### src/rtl/apb_pkg.sv
// Shared definitions for the APB3 initiator: FSM states, field widths and the PSEL encoder.
package apb_pkg;

  typedef enum logic [1:0] {
    StIdle,
    StSetup,
    StAccess,
    StDecerr
  } apb_state_e;

  function automatic int sel_width(input int unsigned nslv);
    return ($clog2(nslv) < 1) ? 1 : $clog2(nslv);
  endfunction

  function automatic int cnt_width(input int unsigned timeout);
    return ($clog2(timeout + 1) < 1) ? 1 : $clog2(timeout + 1);
  endfunction

  // Widths for the default configuration (4 slaves, 256-cycle timeout).
  localparam int unsigned SELW = sel_width(4);
  localparam int unsigned CNTW = cnt_width(256);

  // Encodes up to 16 slave indices; callers slice off the lines they own.
  function automatic logic [15:0] psel_onehot(input logic [3:0] idx);
    logic [15:0] v;
    v      = '0;
    v[idx] = 1'b1;
    return v;
  endfunction

endpackage

### src/rtl/apb_rsp_mux.sv
// Combinational NSLV:1 select of the per-slave APB return signals.
module apb_rsp_mux #(
  parameter int unsigned NSLV = 4,
  parameter int unsigned SELW = 2
) (
  input  logic [SELW-1:0]      i_idx,
  input  logic [NSLV*32-1:0]   i_prdata,
  input  logic [NSLV-1:0]      i_pready,
  input  logic [NSLV-1:0]      i_pslverr,
  output logic [31:0]          o_rdata,
  output logic                 o_ready,
  output logic                 o_slverr
);

  // An out-of-range index selects nothing and returns all zeros.
  always_comb begin
    o_rdata  = '0;
    o_ready  = 1'b0;
    o_slverr = 1'b0;
    for (int i = 0; i < NSLV; i++) begin
      if (i_idx == SELW'(i)) begin
        o_rdata  = i_prdata[32*i +: 32];
        o_ready  = i_pready[i];
        o_slverr = i_pslverr[i];
      end
    end
  end

endmodule

### src/rtl/apb_master.sv
// APB3 initiator: single read/write commands in, one SETUP/ACCESS transfer and one response out.
module apb_master
  import apb_pkg::*;
#(
  parameter int unsigned NSLV    = 4,
  parameter int unsigned DEC_LSB = 12,
  parameter int unsigned TIMEOUT = 256
) (
  input  logic                 PCLK,
  input  logic                 PRESET,
  input  logic                 cmd_valid,
  output logic                 cmd_ready,
  input  logic                 cmd_write,
  input  logic [31:0]          cmd_addr,
  input  logic [31:0]          cmd_wdata,
  output logic                 rsp_valid,
  output logic [31:0]          rsp_rdata,
  output logic                 rsp_err,
  output logic [NSLV-1:0]      PSEL,
  output logic                 PENABLE,
  output logic                 PWRITE,
  output logic [31:0]          PADDR,
  output logic [31:0]          PWDATA,
  input  logic [NSLV*32-1:0]   PRDATA,
  input  logic [NSLV-1:0]      PREADY,
  input  logic [NSLV-1:0]      PSLVERR
);

  localparam int unsigned SEL_W = sel_width(NSLV);
  localparam int unsigned CNT_W = cnt_width(TIMEOUT);

  apb_state_e       r_state;
  apb_state_e       w_state_nxt;
  logic [SEL_W-1:0] r_idx;
  logic [CNT_W-1:0] r_cnt;
  logic             r_pwrite;
  logic [31:0]      r_paddr;
  logic [31:0]      r_pwdata;
  logic             r_rsp_valid;
  logic             r_rsp_err;
  logic [31:0]      r_rsp_rdata;

  logic [SEL_W-1:0] w_idx;
  logic             w_idx_ok;
  logic             w_hs;
  logic             w_timeout;
  logic [31:0]      w_rdata;
  logic             w_ready;
  logic             w_slverr;
  logic [15:0]      w_sel_all;
  logic             w_unused_sel;

  assign w_idx    = cmd_addr[DEC_LSB +: SEL_W];
  assign w_idx_ok = (32'(w_idx) < NSLV);
  assign w_hs     = cmd_valid & cmd_ready;

  // Abort on the edge that would bring the wait count up to TIMEOUT.
  assign w_timeout = (TIMEOUT != 0) && (r_cnt == CNT_W'(TIMEOUT - 1));

  apb_rsp_mux #(
    .NSLV (NSLV),
    .SELW (SEL_W)
  ) u_rsp_mux (
    .i_idx     (r_idx),
    .i_prdata  (PRDATA),
    .i_pready  (PREADY),
    .i_pslverr (PSLVERR),
    .o_rdata   (w_rdata),
    .o_ready   (w_ready),
    .o_slverr  (w_slverr)
  );

  always_ff @(posedge PCLK or posedge PRESET) begin
    if (PRESET) begin
      r_state <= StIdle;
    end else begin
      r_state <= w_state_nxt;
    end
  end

  always_comb begin
    w_state_nxt = r_state;
    unique case (r_state)
      StIdle: begin
        if (w_hs) begin
          w_state_nxt = w_idx_ok ? StSetup : StDecerr;
        end
      end
      StSetup:  w_state_nxt = StAccess;
      StAccess: begin
        if (w_ready || w_timeout) begin
          w_state_nxt = StIdle;
        end
      end
      StDecerr: w_state_nxt = StIdle;
      default:  w_state_nxt = StIdle;
    endcase
  end

  always_ff @(posedge PCLK or posedge PRESET) begin
    if (PRESET) begin
      r_idx       <= '0;
      r_cnt       <= '0;
      r_pwrite    <= 1'b0;
      r_paddr     <= '0;
      r_pwdata    <= '0;
      r_rsp_valid <= 1'b0;
      r_rsp_err   <= 1'b0;
      r_rsp_rdata <= '0;
    end else begin
      r_rsp_valid <= 1'b0;
      r_rsp_err   <= 1'b0;
      r_rsp_rdata <= '0;
      if (w_hs) begin
        r_pwrite <= cmd_write;
        r_paddr  <= cmd_addr;
        r_pwdata <= cmd_wdata;
        r_idx    <= w_idx;
      end
      if (w_state_nxt == StSetup) begin
        r_cnt <= '0;
      end else if (r_state == StAccess && !w_ready && r_cnt != '1) begin
        r_cnt <= r_cnt + 1'b1;
      end
      if (r_state == StAccess) begin
        if (w_ready) begin
          r_rsp_valid <= 1'b1;
          r_rsp_err   <= w_slverr;
          r_rsp_rdata <= (!r_pwrite && !w_slverr) ? w_rdata : '0;
        end else if (w_timeout) begin
          r_rsp_valid <= 1'b1;
          r_rsp_err   <= 1'b1;
        end
      end else if (r_state == StDecerr) begin
        r_rsp_valid <= 1'b1;
        r_rsp_err   <= 1'b1;
      end
    end
  end

  // Selects derive from the state register so reset drops them without waiting for a clock.
  assign w_sel_all    = psel_onehot(4'(r_idx));
  assign w_unused_sel = ^w_sel_all;
  assign PSEL         = (r_state == StSetup || r_state == StAccess) ? w_sel_all[NSLV-1:0] : '0;
  assign PENABLE      = (r_state == StAccess);
  assign PWRITE       = r_pwrite;
  assign PADDR        = r_paddr;
  assign PWDATA       = r_pwdata;
  assign cmd_ready    = (r_state == StIdle) & ~PRESET;
  assign rsp_valid    = r_rsp_valid;
  assign rsp_err      = r_rsp_err;
  assign rsp_rdata    = r_rsp_rdata;

endmodule
### config.mk
export PLATFORM = sky130hd
export DESIGN_NAME = apb_master
export DESIGN_NICKNAME = d
export VERILOG_FILES = /design/src/rtl/apb_pkg.sv /design/src/rtl/apb_rsp_mux.sv /design/src/rtl/apb_master.sv
export SDC_FILE = /design/constraint.sdc
export NUM_CORES = 1
export LEC_CHECK = 0
export ABC_AREA = 1
export BUFFER_PORTS_ARGS = -buffer_cell sky130_fd_sc_hd__buf_2
export CAP_MARGIN = 20
export CELL_PAD_IN_SITES_DETAIL_PLACEMENT = 1
export CELL_PAD_IN_SITES_GLOBAL_PLACEMENT = 2
export CORE_MARGIN = 4
export CORE_UTILIZATION = 20
export CTS_CLUSTER_SIZE = 24
export DETAILED_ROUTE_END_ITERATION = 7
export PLACE_DENSITY = 0.84
export REMOVE_ABC_BUFFERS = 1
export SLEW_MARGIN = 25
export SYNTH_ARGS = -nofsm -noshare
export SYNTH_HDL_FRONTEND = slang
export SYNTH_SLANG_ARGS = --single-unit
### constraint.sdc
create_clock -name PCLK -period 3.9 [get_ports PCLK]
set_input_delay 1.17 -clock PCLK [delete_from_list [all_inputs] [get_ports PCLK]]
set_output_delay 1.17 -clock PCLK [all_outputs]
set_load 0.01 [all_outputs]
==> flow_metrics.env <==
export IMPL_finalHoldViolations=0
export IMPL_dr_pass1_iters=4
export IMPL_antenna_found_initial=1
export IMPL_critPathMaxFanout=22
export IMPL_power_density_nw_per_um2=732
export IMPL_syn_area_um2=5150
export IMPL_hold_path_class="flop to flop"
export IMPL_drv_slew=0
export IMPL_fin_setup_tns_ps=0
export IMPL_cp_end_kind="output pin"
export IMPL_cts_buffers=9
export IMPL_clk_pin_slew_ps=80
export IMPL_port_buffers=308
export IMPL_fin_nets=1132
export IMPL_grt_pass1_vias=5776
export IMPL_drc_errors=0
export IMPL_slew_headroom_pct=44.0
export IMPL_clock_fmax_mhz=335
export IMPL_skew_ps=8.35
export IMPL_viasPerCell=4.31
export IMPL_gp_congestion=0.782
export IMPL_wirelength_um=20800
export IMPL_die_h_um=169
export IMPL_area_delta_synth_final_pct=42.1
export IMPL_dpl_hpwl_um=16100
export IMPL_route_vias_total=5415
export IMPL_max_slew_worst_pin_slew_ps=840
export IMPL_drtIter0Drc=237
export IMPL_status="completed"
export IMPL_crit_required_ps=2730
export IMPL_worst_setup_path_type="flop to output pin"
export IMPL_clockBufferDepth=2
export IMPL_synth_avg_cell_area_um2=8.21
export IMPL_crit_arrival_ps=1820
export IMPL_critPathLaunchType="flop"
export IMPL_start_util_pct=20.4
export IMPL_final_cells=1256
export IMPL_antenna_cells=0
export IMPL_core_area_um2=25300
export IMPL_grt_ovfl_total=0
export IMPL_p_leak_nw=4.08
export IMPL_clkSinkCount=110
export IMPL_period_needed_ps=2990
export IMPL_cts_tree="built"
export IMPL_yosys_warnings=0
export IMPL_row_count=58
export IMPL_ant_nets=0
export IMPL_rsz0062_at_grt="false"
export IMPL_drive_above_1_share_pct=38.3
export IMPL_cap_violations=0
export IMPL_postCtsSetupBuffers=0
export IMPL_fp_dieArea_um2=28400
export IMPL_synth_seq_cells=110
export IMPL_clockRootBuffer="clkbuf_16"
export IMPL_setup_viol=0
export IMPL_clk_latency_ps=350
export IMPL_die_w_um=169
export IMPL_grt_pass1_wl_um=32300
export IMPL_htreeDepth=3
export IMPL_synth_cell_type_count=28
export IMPL_syn_inst=628
export IMPL_ctsHoldBuffers=0
export IMPL_ctsResizeCount=0
export IMPL_ys_seq_area_share_pct=53.4
export IMPL_fin_crit_sh_pct=76.6
export IMPL_post_drt_wl_per_cell_um=16.5
export IMPL_grt_start_max_net_pins=63
export IMPL_dp_cells=1240
export IMPL_io_pins=309
export IMPL_ir_worst_vdd_mv=0.303
export IMPL_grt_use_total_pct=14.3
==> area by class of cell <==
class / instances / area (um2)
Fill cell: 3158 / 17900
Timing Repair Buffer: 319 / 1650
Clock buffer: 11 / 243
Multi-Input combinational cell: 455 / 2120
Sequential cell: 110 / 2750
Tap cell: 330 / 413
Clock inverter: 5 / 42.5
Inverter: 26 / 100
==> metal layers <==
metal / GRT usage, % / wire length [um]
met5: 0 / 13
met4: 4.41 / 366
met3: 3.83 / 1710
met2: 23.7 / 9510
met1: 18.4 / 9180
==> through the flow <==
stage / setup WS, ps / hold WS, ps / power (mW) / util [%] / area [um2]
3_3_place_gp: 1120 / 456 / 4.48 / 27.9 / 7040
6_report: 911 / 476 / 5.36 / 29.0 / 7320
3_5_place_dp: 1100 / 459 / 4.54 / 27.9 / 7040
4_1_cts: 864 / 482 / 5.49 / 29.0 / 7320
2_1_floorplan: -290 / 478 / 3.30 / - / 4970
5_1_grt: 739 / 500 / 5.85 / 29.0 / 7320
==> worst max-delay path, cell delays in order, from the launching register on <==
cell	delay, ps
dfrtp_1	510
inv_2	250
nor2_2	210
inv_2	160
nor2_1	170
buf_2	160
==> power by group <==
group	switching (mW)	internal [mW]
clock	0.451	0.459
sequential	0.235	1.58
combinational	1.69	0.950
==> registers in the layout (all words and copies together), names as in the netlist <==
name,count
PWDATA,32
rsp_rdata,32
PADDR,31
r_cnt,9
r_state,2
PWRITE,1
r_idx,1
rsp_err,1
rsp_valid,1
==> path summary, 6_finish.rpt <==
kind,startpoint,to,slack [ps],cells past startpoint
setup / recovery,PADDR[13]$_DFFE_PP0P_,PSEL[2],910,5
hold / removal,PADDR[2]$_DFFE_PP0P_,PADDR[2]$_DFFE_PP0P_,480,2
setup reg to reg,r_idx[0]$_DFFE_PP0P_,rsp_rdata[30]$_DFF_PP0_,1270,7
hold reg to reg,PADDR[2]$_DFFE_PP0P_,PADDR[2]$_DFFE_PP0P_,480,2
max in group asynchronous,PRESET,PWDATA[16]$_DFFE_PP0P_,2090,3
min in group asynchronous,PRESET,PADDR[9]$_DFFE_PP0P_,1000,2
==> cell families after synthesis <==
family | Yosys count | share of synthesized area (%)
buf+inv | 63 | 5.49
simple gates | 358 | 28.6
fa+ha+maj | 7 | 1.70
compound gates | 88 | 10.5
flops | 110 | 53.4
xor+xnor | 2 | 0.340
==> cell usage after synthesis <==
master | instances | share of area [%]
xor2_1 | 2 | 0.34
nand2_4 | 2 | 0.44
nor2_4 | 1 | 0.22
nand4_1 | 3 | 0.36
o21ai_0 | 34 | 3.3
nor2_2 | 4 | 0.49
nor3_1 | 1 | 0.097
dfrtp_1 | 110 | 53
nand2_2 | 1 | 0.12
nand3_1 | 39 | 3.8
o22ai_1 | 15 | 1.8
o211ai_1 | 31 | 4.5
buf_6 | 2 | 0.44
a21oi_1 | 4 | 0.39
o21ai_1 | 3 | 0.29
inv_1 | 21 | 1.5
clkbuf_1 | 20 | 1.5
ha_1 | 7 | 1.7
nor3b_2 | 1 | 0.24
nand3_2 | 2 | 0.39
buf_4 | 5 | 0.73
inv_2 | 5 | 0.36
nor2_1 | 62 | 4.5
a221oi_1 | 1 | 0.17
or2_1 | 1 | 0.12
nand3_4 | 1 | 0.34
buf_2 | 10 | 0.97
nand2_1 | 240 | 17
==> cells in the final DEF (no fill, tap or decap) <==
master | Yosys | layout
nand3_2 | 2 | 2
nand3_4 | 1 | 1
dfrtp_1 | 110 | 110
inv_1 | 21 | 19
o211ai_1 | 31 | 31
nor2_4 | 1 | 1
a21oi_1 | 4 | 4
xor2_1 | 2 | 2
nor2_1 | 62 | 62
clkbuf_1 | 20 | 1
nand4_1 | 3 | 3
o21ai_1 | 3 | 3
ha_1 | 7 | 7
nor3_1 | 1 | 1
nor2_2 | 4 | 4
buf_2 | 10 | 308
inv_4 | 0 | 1
clkinv_4 | 0 | 3
nand2_2 | 1 | 3
a221oi_1 | 1 | 1
or2_1 | 1 | 1
clkbuf_16 | 0 | 9
buf_4 | 5 | 9
nor3b_2 | 1 | 1
buf_12 | 0 | 2
inv_2 | 5 | 6
o21ai_0 | 34 | 34
nand2_4 | 2 | 2
inv_6 | 0 | 1
nand2_1 | 240 | 238
o22ai_1 | 15 | 15
nand3_1 | 39 | 39
clkinvlp_4 | 0 | 1
clkbuf_8 | 0 | 1
No activity file was read; power rests on OpenSTA's default activity.
